[config.mk]
export PLATFORM = sky130hd
export DESIGN_NAME = my_seg7_mux_flat
export DESIGN_NICKNAME = d
export VERILOG_FILES = /design/src/rtl/my_seg7_mux_if.sv /design/src/rtl/my_seg7_mux.sv /design/src/flat_wrapper.sv
export SDC_FILE = /design/constraint.sdc
export NUM_CORES = 1
export LEC_CHECK = 0
export ABC_AREA = 1
export CAP_MARGIN = 0
export CORE_ASPECT_RATIO = 0.5
export CORE_MARGIN = 2
export CORE_UTILIZATION = 59
export CTS_CLUSTER_DIAMETER = 80
export DETAILED_ROUTE_END_ITERATION = 10
export PLACE_DENSITY = 0.86
export SETUP_SLACK_MARGIN = 0.4
export SKIP_LAST_GASP = 1
export SLEW_MARGIN = 20
export SYNTH_ARGS = -nofsm -noshare
export SYNTH_HDL_FRONTEND = slang
export SYNTH_SLANG_ARGS = --single-unit
[constraint.sdc]
create_clock -name clk -period 7.8 [get_ports clk]
set_input_delay 2.34 -clock clk [delete_from_list [all_inputs] [get_ports clk]]
set_output_delay 2.34 -clock clk [all_outputs]
set_load 0.05 [all_outputs]
[src/rtl/my_seg7_mux_if.sv]
// rtl/my_seg7_mux_if.sv - value/display signal bundle for the multiplexed 7-segment driver
// Purpose: groups the application-side controls and the display-pin outputs
// of my_seg7_mux so they travel as one port.
// Signals:
//   en          app -> driver  display enable (low acts as reset)
//   num         app -> driver  4*DIGITS hex nibbles, digit 0 least significant
//   dp          app -> driver  per-digit decimal point, active high
//   lzs         app -> driver  leading-zero suppression enable
//   brightness  app -> driver  lit sub-ticks per digit slot
//   tick_div    app -> driver  clocks per sub-tick (0 and 1 both mean every clock)
//   seg         driver -> pins segments {a,b,c,d,e,f,g}, active high
//   seg_dp      driver -> pins decimal-point segment, active high
//   seg_gnd     driver -> pins digit select, active low
//   frame       driver -> app  one-clock pulse at each frame start
interface my_seg7_mux_if #(
  parameter int DIGITS = 4,
  parameter int DIV_W  = 16,
  parameter int BRT_W  = 4
);
  logic                en;
  logic [4*DIGITS-1:0] num;
  logic [DIGITS-1:0]   dp;
  logic                lzs;
  logic [BRT_W-1:0]    brightness;
  logic [DIV_W-1:0]    tick_div;
  logic [6:0]          seg;
  logic                seg_dp;
  logic [DIGITS-1:0]   seg_gnd;
  logic                frame;

  modport master (
    output en, num, dp, lzs, brightness, tick_div,
    input  seg, seg_dp, seg_gnd, frame
  );

  modport slave (
    input  en, num, dp, lzs, brightness, tick_div,
    output seg, seg_dp, seg_gnd, frame
  );
endinterface

[src/rtl/my_seg7_mux.sv]
// rtl/my_seg7_mux.sv - N-digit multiplexed common-cathode 7-segment display driver
// Purpose: scans DIGITS digits over one shared segment bus with a programmable
// scan prescaler, PWM brightness, per-digit decimal points, optional
// leading-zero suppression and frame-coherent snapshots of the inputs.
// Ports:
//   clk  system clock, rising edge
//   rst  synchronous active-high reset
//   bus  my_seg7_mux_if.slave: en/num/dp/lzs/brightness/tick_div in,
//        seg/seg_dp/seg_gnd/frame out (all outputs registered)
module my_seg7_mux #(
  parameter int DIGITS = 4,
  parameter int DIV_W  = 16,
  parameter int BRT_W  = 4
) (
  input  logic         clk,
  input  logic         rst,
  my_seg7_mux_if.slave bus
);

  localparam int               DI_W    = (DIGITS > 1) ? $clog2(DIGITS) : 1;
  localparam logic [DI_W-1:0]  DI_LAST = DI_W'(DIGITS - 1);
  localparam logic [BRT_W-1:0] SC_LAST = '1;

  // ST_START is the single frame-start cycle after reset/enable: the
  // snapshot is taken while the scan counters hold at zero, so the first
  // slot of digit 0 already uses the freshly captured value.
  typedef enum logic {ST_START, ST_SCAN} state_t;

  state_t state_q, state_d;

  logic                clear;
  logic [DIV_W-1:0]    pc_q, pc_d;
  logic [BRT_W-1:0]    sc_q, sc_d;
  logic [DI_W-1:0]     di_q, di_d;
  logic                tick;
  logic                frame_start;

  logic [4*DIGITS-1:0] num_q;
  logic [DIGITS-1:0]   dp_q;
  logic                lzs_q;

  logic [DIGITS-1:0]   lead_zero;
  logic                run;
  logic [3:0]          nib;
  logic                lit;
  logic                blank;

  logic [6:0]          seg_d, seg_q;
  logic                seg_dp_d, seg_dp_q;
  logic [DIGITS-1:0]   seg_gnd_d, seg_gnd_q;
  logic                frame_q;

  function automatic logic [6:0] hex7(input logic [3:0] n);
    case (n)
      4'h0: return 7'b1111110;
      4'h1: return 7'b0110000;
      4'h2: return 7'b1101101;
      4'h3: return 7'b1111001;
      4'h4: return 7'b0110011;
      4'h5: return 7'b1011011;
      4'h6: return 7'b1011111;
      4'h7: return 7'b1110000;
      4'h8: return 7'b1111111;
      4'h9: return 7'b1111011;
      4'hA: return 7'b1110111;
      4'hB: return 7'b0011111;
      4'hC: return 7'b1001110;
      4'hD: return 7'b0111101;
      4'hE: return 7'b1001111;
      default: return 7'b1000111;
    endcase
  endfunction

  assign clear = rst | ~bus.en;

  // The >= compare lets a live decrease of tick_div pull pc back on the
  // very next cycle instead of counting all the way round the register.
  assign tick = (bus.tick_div <= DIV_W'(1)) ||
                (pc_q >= (bus.tick_div - DIV_W'(1)));

  always_comb begin
    state_d     = state_q;
    frame_start = 1'b0;
    pc_d        = pc_q;
    sc_d        = sc_q;
    di_d        = di_q;
    case (state_q)
      ST_START: begin
        frame_start = 1'b1;
        state_d     = ST_SCAN;
      end
      ST_SCAN: begin
        if (tick) begin
          pc_d = '0;
          sc_d = sc_q + 1'b1;
          if (sc_q == SC_LAST) begin
            if (di_q == DI_LAST) begin
              di_d        = '0;
              frame_start = 1'b1;
            end else begin
              di_d = di_q + 1'b1;
            end
          end
        end else begin
          pc_d = pc_q + 1'b1;
        end
      end
      default: state_d = ST_START;
    endcase
  end

  // lead_zero[i] is set when digit i and every digit above it are zero with
  // no decimal point, i.e. digit i is still inside the leading-zero run.
  always_comb begin
    lead_zero = '0;
    run       = 1'b1;
    for (int i = DIGITS - 1; i >= 0; i--) begin
      run          = run & (num_q[4*i +: 4] == 4'd0) & ~dp_q[i];
      lead_zero[i] = run;
    end
  end

  assign nib   = num_q[{di_q, 2'b00} +: 4];
  assign lit   = (sc_q < bus.brightness);
  assign blank = lzs_q && (di_q != '0) && lead_zero[di_q];

  // A blanked digit still pulls its select low so every slot loads the
  // supply the same way; only the segments are suppressed.
  always_comb begin
    seg_d     = '0;
    seg_dp_d  = 1'b0;
    seg_gnd_d = '1;
    if ((state_q == ST_SCAN) && lit) begin
      seg_gnd_d = ~(DIGITS'(1) << di_q);
      if (!blank) begin
        seg_d    = hex7(nib);
        seg_dp_d = dp_q[di_q];
      end
    end
  end

  // Select and segments come from the same registered (di, sc) state, so a
  // digit change never shows the new select with the old segments.
  always_ff @(posedge clk) begin
    if (clear) begin
      state_q   <= ST_START;
      pc_q      <= '0;
      sc_q      <= '0;
      di_q      <= '0;
      num_q     <= '0;
      dp_q      <= '0;
      lzs_q     <= 1'b0;
      seg_q     <= '0;
      seg_dp_q  <= 1'b0;
      seg_gnd_q <= '1;
      frame_q   <= 1'b0;
    end else begin
      state_q   <= state_d;
      pc_q      <= pc_d;
      sc_q      <= sc_d;
      di_q      <= di_d;
      if (frame_start) begin
        num_q <= bus.num;
        dp_q  <= bus.dp;
        lzs_q <= bus.lzs;
      end
      seg_q     <= seg_d;
      seg_dp_q  <= seg_dp_d;
      seg_gnd_q <= seg_gnd_d;
      frame_q   <= frame_start;
    end
  end

  assign bus.seg     = seg_q;
  assign bus.seg_dp  = seg_dp_q;
  assign bus.seg_gnd = seg_gnd_q;
  assign bus.frame   = frame_q;

endmodule
[src/flat_wrapper.sv]
// flat-port wrapper written by rule: the top's interface ports become plain ports
module my_seg7_mux_flat 
#(
  parameter int DIGITS = 4,
  parameter int DIV_W  = 16,
  parameter int BRT_W  = 4
)
  (clk, rst, bus_en, bus_num, bus_dp, bus_lzs, bus_brightness, bus_tick_div, bus_seg, bus_seg_dp, bus_seg_gnd, bus_frame);
  my_seg7_mux_if #(.DIGITS(DIGITS), .DIV_W(DIV_W), .BRT_W(BRT_W)) bus_i ();
  input  logic clk;
  input  logic rst;
  input wire logic [$bits(bus_i.en)-1:0] bus_en;
  input wire logic [$bits(bus_i.num)-1:0] bus_num;
  input wire logic [$bits(bus_i.dp)-1:0] bus_dp;
  input wire logic [$bits(bus_i.lzs)-1:0] bus_lzs;
  input wire logic [$bits(bus_i.brightness)-1:0] bus_brightness;
  input wire logic [$bits(bus_i.tick_div)-1:0] bus_tick_div;
  output wire logic [$bits(bus_i.seg)-1:0] bus_seg;
  output wire logic [$bits(bus_i.seg_dp)-1:0] bus_seg_dp;
  output wire logic [$bits(bus_i.seg_gnd)-1:0] bus_seg_gnd;
  output wire logic [$bits(bus_i.frame)-1:0] bus_frame;
  assign bus_i.en = bus_en;
  assign bus_i.num = bus_num;
  assign bus_i.dp = bus_dp;
  assign bus_i.lzs = bus_lzs;
  assign bus_i.brightness = bus_brightness;
  assign bus_i.tick_div = bus_tick_div;
  assign bus_seg = bus_i.seg;
  assign bus_seg_dp = bus_i.seg_dp;
  assign bus_seg_gnd = bus_i.seg_gnd;
  assign bus_frame = bus_i.frame;
  my_seg7_mux #(.DIGITS(DIGITS), .DIV_W(DIV_W), .BRT_W(BRT_W)) u_core (.clk(clk), .rst(rst), .bus(bus_i));
endmodule
==> metrics.yaml <==
ctsResizeCount: 0
fin_tns_setup_ns: 0
critPathMaxFanout: 43
viasPerCell: 5.12
die_area_sq_um: 7290
htree_levels: 3
use_met2_pct: 42.6
maxSlewViolCount: 0
max_clock_freq_ghz: 0.194
synth_flop_cell: "dfxtp_1"
grt_pass1_vias: 3156
grt_use_met3_pct: 5.65
numPortBuffers: 56
p_leak_nw: 2.11
top_usage_layer: "met2"
antenna_found_initial: 0
final_common_cell: "nand2_1"
synth_top_area_cell: "dfxtp_1"
numCtsBuffers: 9
hold_path.class: "reg -> reg"
netlist_instances: 539
worst_pin_slew_ns: 0.666
grt_pass1_wl_um: 13500
num_antenna_cells: 0
hold_buffers: 0
maxCapViolCount: 0
core_area_sq_um: 6210
yosysWarnings: 0
area_delta_synth_final_pct: 20.6
powerDensity_nw_per_um2: 164
die_y_um: 61.4
syn_area_sq_um: 3880
die_w_um: 119
cts_buffer_depth: 2
final-setup-viol-count: 0
drt_wl_total_um: 8030
ios: 57
synth_seq_area_share_pct: 29.4
post_cts_buffers: 0
maxSlewHeadroom_pct: 55.6
synth_edf_count: 0
clkSinkCount: 57
synth_area_leaders: "dfxtp_1, ha_1, nand2_1"
gp_congestion: 0.868
fp-row-count: 20
synthArstFlopShare_pct: 0
clk-insertion-delay-late_ns: 0.32
drive_gt1_share_pct: 12.3
skew_ns: 0.00526
drtIter0Drc: 237
grt_max_degree: 55
crit_type: "in -> reg"
dr.pass1.iters: 5
cts.root.buffer_cell: "clkbuf_16"
vias: 3490
ys_types: 35
drtAntennaViolNets: 0
track_usage_pct: 23.4
rsz0062_at_grt: "no"
place_hpwl_um: 5880
post-route-cell-area_sq_um: 4680
postPlaceCellArea_sq_um: 4400
synthesis.nets: 617
final_hold_viol_count: 0
fin_crit_ns: 5.15
max-vdd-ir-drop_v: 0.0000992
grt-ovfl-total: 0
cts_tree: "built"
drc_errors: 0
syn_avg_cell_area_sq_um: 7.21
clk_pin_slew_ns: 0.05
critical_path_arrival_ns: 5.36
worstSetupStartpointType: "input pin"
fin_crit_sh_pct: 66.0
endpoint_kind: "register"
report.power.total_w: 0.000768
critical_path_required_ns: 8.01
fin_nets: 668
outcome: "completed"
globalRouteMet1Util_pct: 27.1
synth_top_area_share_pct: 29.4
synth_seq_cells: 57
final_cell_mix: "nand2_1, inv_1, nor2_1, clkdlybuf4s50_1, dfxtp_1"
start_util_pct: 62.6
routedWlPerCell_um: 11.8
-- stage by stage --
step                      hold slack, ns  worst slack (ns)  std cells  util, %
after floorplan                    0.438              3.15        539        -
after global placement             0.477              2.43        667     70.9
after detailed placement           0.480              2.32        667     70.9
after CTS                          0.490              2.63        682     75.4
after global routing               0.542              2.32        682     75.5
final                              0.494              2.65        682     75.5
-- sequential cells by signal, indices dropped and copies added, names as in the netlist --
signal / count
u_core.bus.seg_dp: 1
u_core.lzs_q: 1
u_core.pc_q: 16
u_core.di_q: 2
u_core.bus.seg: 7
u_core.bus.seg_gnd: 4
u_core.bus.frame: 1
u_core.dp_q: 4
u_core.state_q: 1
u_core.num_q: 16
u_core.sc_q: 4
-- power breakdown --
part           leakage (nW)  switching [W]   total, W  internal, W
Combinational          1.50      0.0000497  0.0000949    0.0000452
Clock                 0.144       0.000129   0.000366     0.000237
Sequential            0.464     0.00000797   0.000307     0.000299
Total                  2.11       0.000187   0.000768     0.000581
-- Yosys cell counts, types with 8 or more instances --
| library cell | instances |
|---|---|
| nand2_1 | 107 |
| nand3_2 | 20 |
| ha_1 | 34 |
| xor2_1 | 23 |
| o21ai_0 | 15 |
| inv_1 | 76 |
| a21oi_1 | 42 |
| nor2_1 | 63 |
| inv_2 | 10 |
| dfxtp_1 | 57 |
| nand3_1 | 22 |
| nor2_2 | 8 |
-- metal layers --
metal  routed length, um  vias up
met5                   0        -
met4                 157        0
met3                 420       18
met2                3890       97
met1                3570     1570
li1                    -     1805
-- critical path: stages --
cell	delay [ns]
clkdlybuf4s50_1	0.43
inv_1	0.12
ha_1	0.26
nand2_1	0.14
nor2_1	0.17
nand2_1	0.11
nor3_1	0.18
xor2_1	0.16
inv_1	0.05
ha_1	0.26
nand2_1	0.10
a21oi_1	0.05
nor2_1	0.08
nand2_1	0.07
nor2_2	0.17
nand2_4	0.12
nand2_8	0.27
nand3_1	0.11
nand2_1	0.10
nor2_1	0.05
-- area by class of cell --
type | count | area (sq um)
multi-input cells | 379 | 2260
flip-flops and latches | 57 | 1140
inverters | 86 | 323
clock inverters | 3 | 15.0
repair buffers | 57 | 568
clock buffers | 12 | 267
well taps | 88 | 110
fillers | 501 | 1520
-- path summary, 6_finish.rpt --
kind,slack (ns),end,cells after the start,start
min,0.49,u_core.pc_q[8]$_SDFFE_PN0P_,2,u_core.pc_q[8]$_SDFFE_PN0P_
max reg2reg,5.60,u_core.bus.seg[3]$_SDFF_PP0_,9,u_core.di_q[0]$_SDFFE_PN0P_
max,2.65,u_core.num_q[2]$_SDFFE_PN0P_,20,bus_tick_div[0]
min reg2reg,0.49,u_core.pc_q[8]$_SDFFE_PN0P_,2,u_core.pc_q[8]$_SDFFE_PN0P_
-- kinds of logic after synthesis --
kind of cell    count (synthesis)  synth area share, %
compound gates                 67                 9.21
xor+xnor                       26                 5.86
fa+ha+maj                      34                 11.0
buf+inv                       103                 12.6
flops                          57                 29.4
mux                             1                0.258
simple gates                  251                 31.7
(Power assumes the default switching activity.)
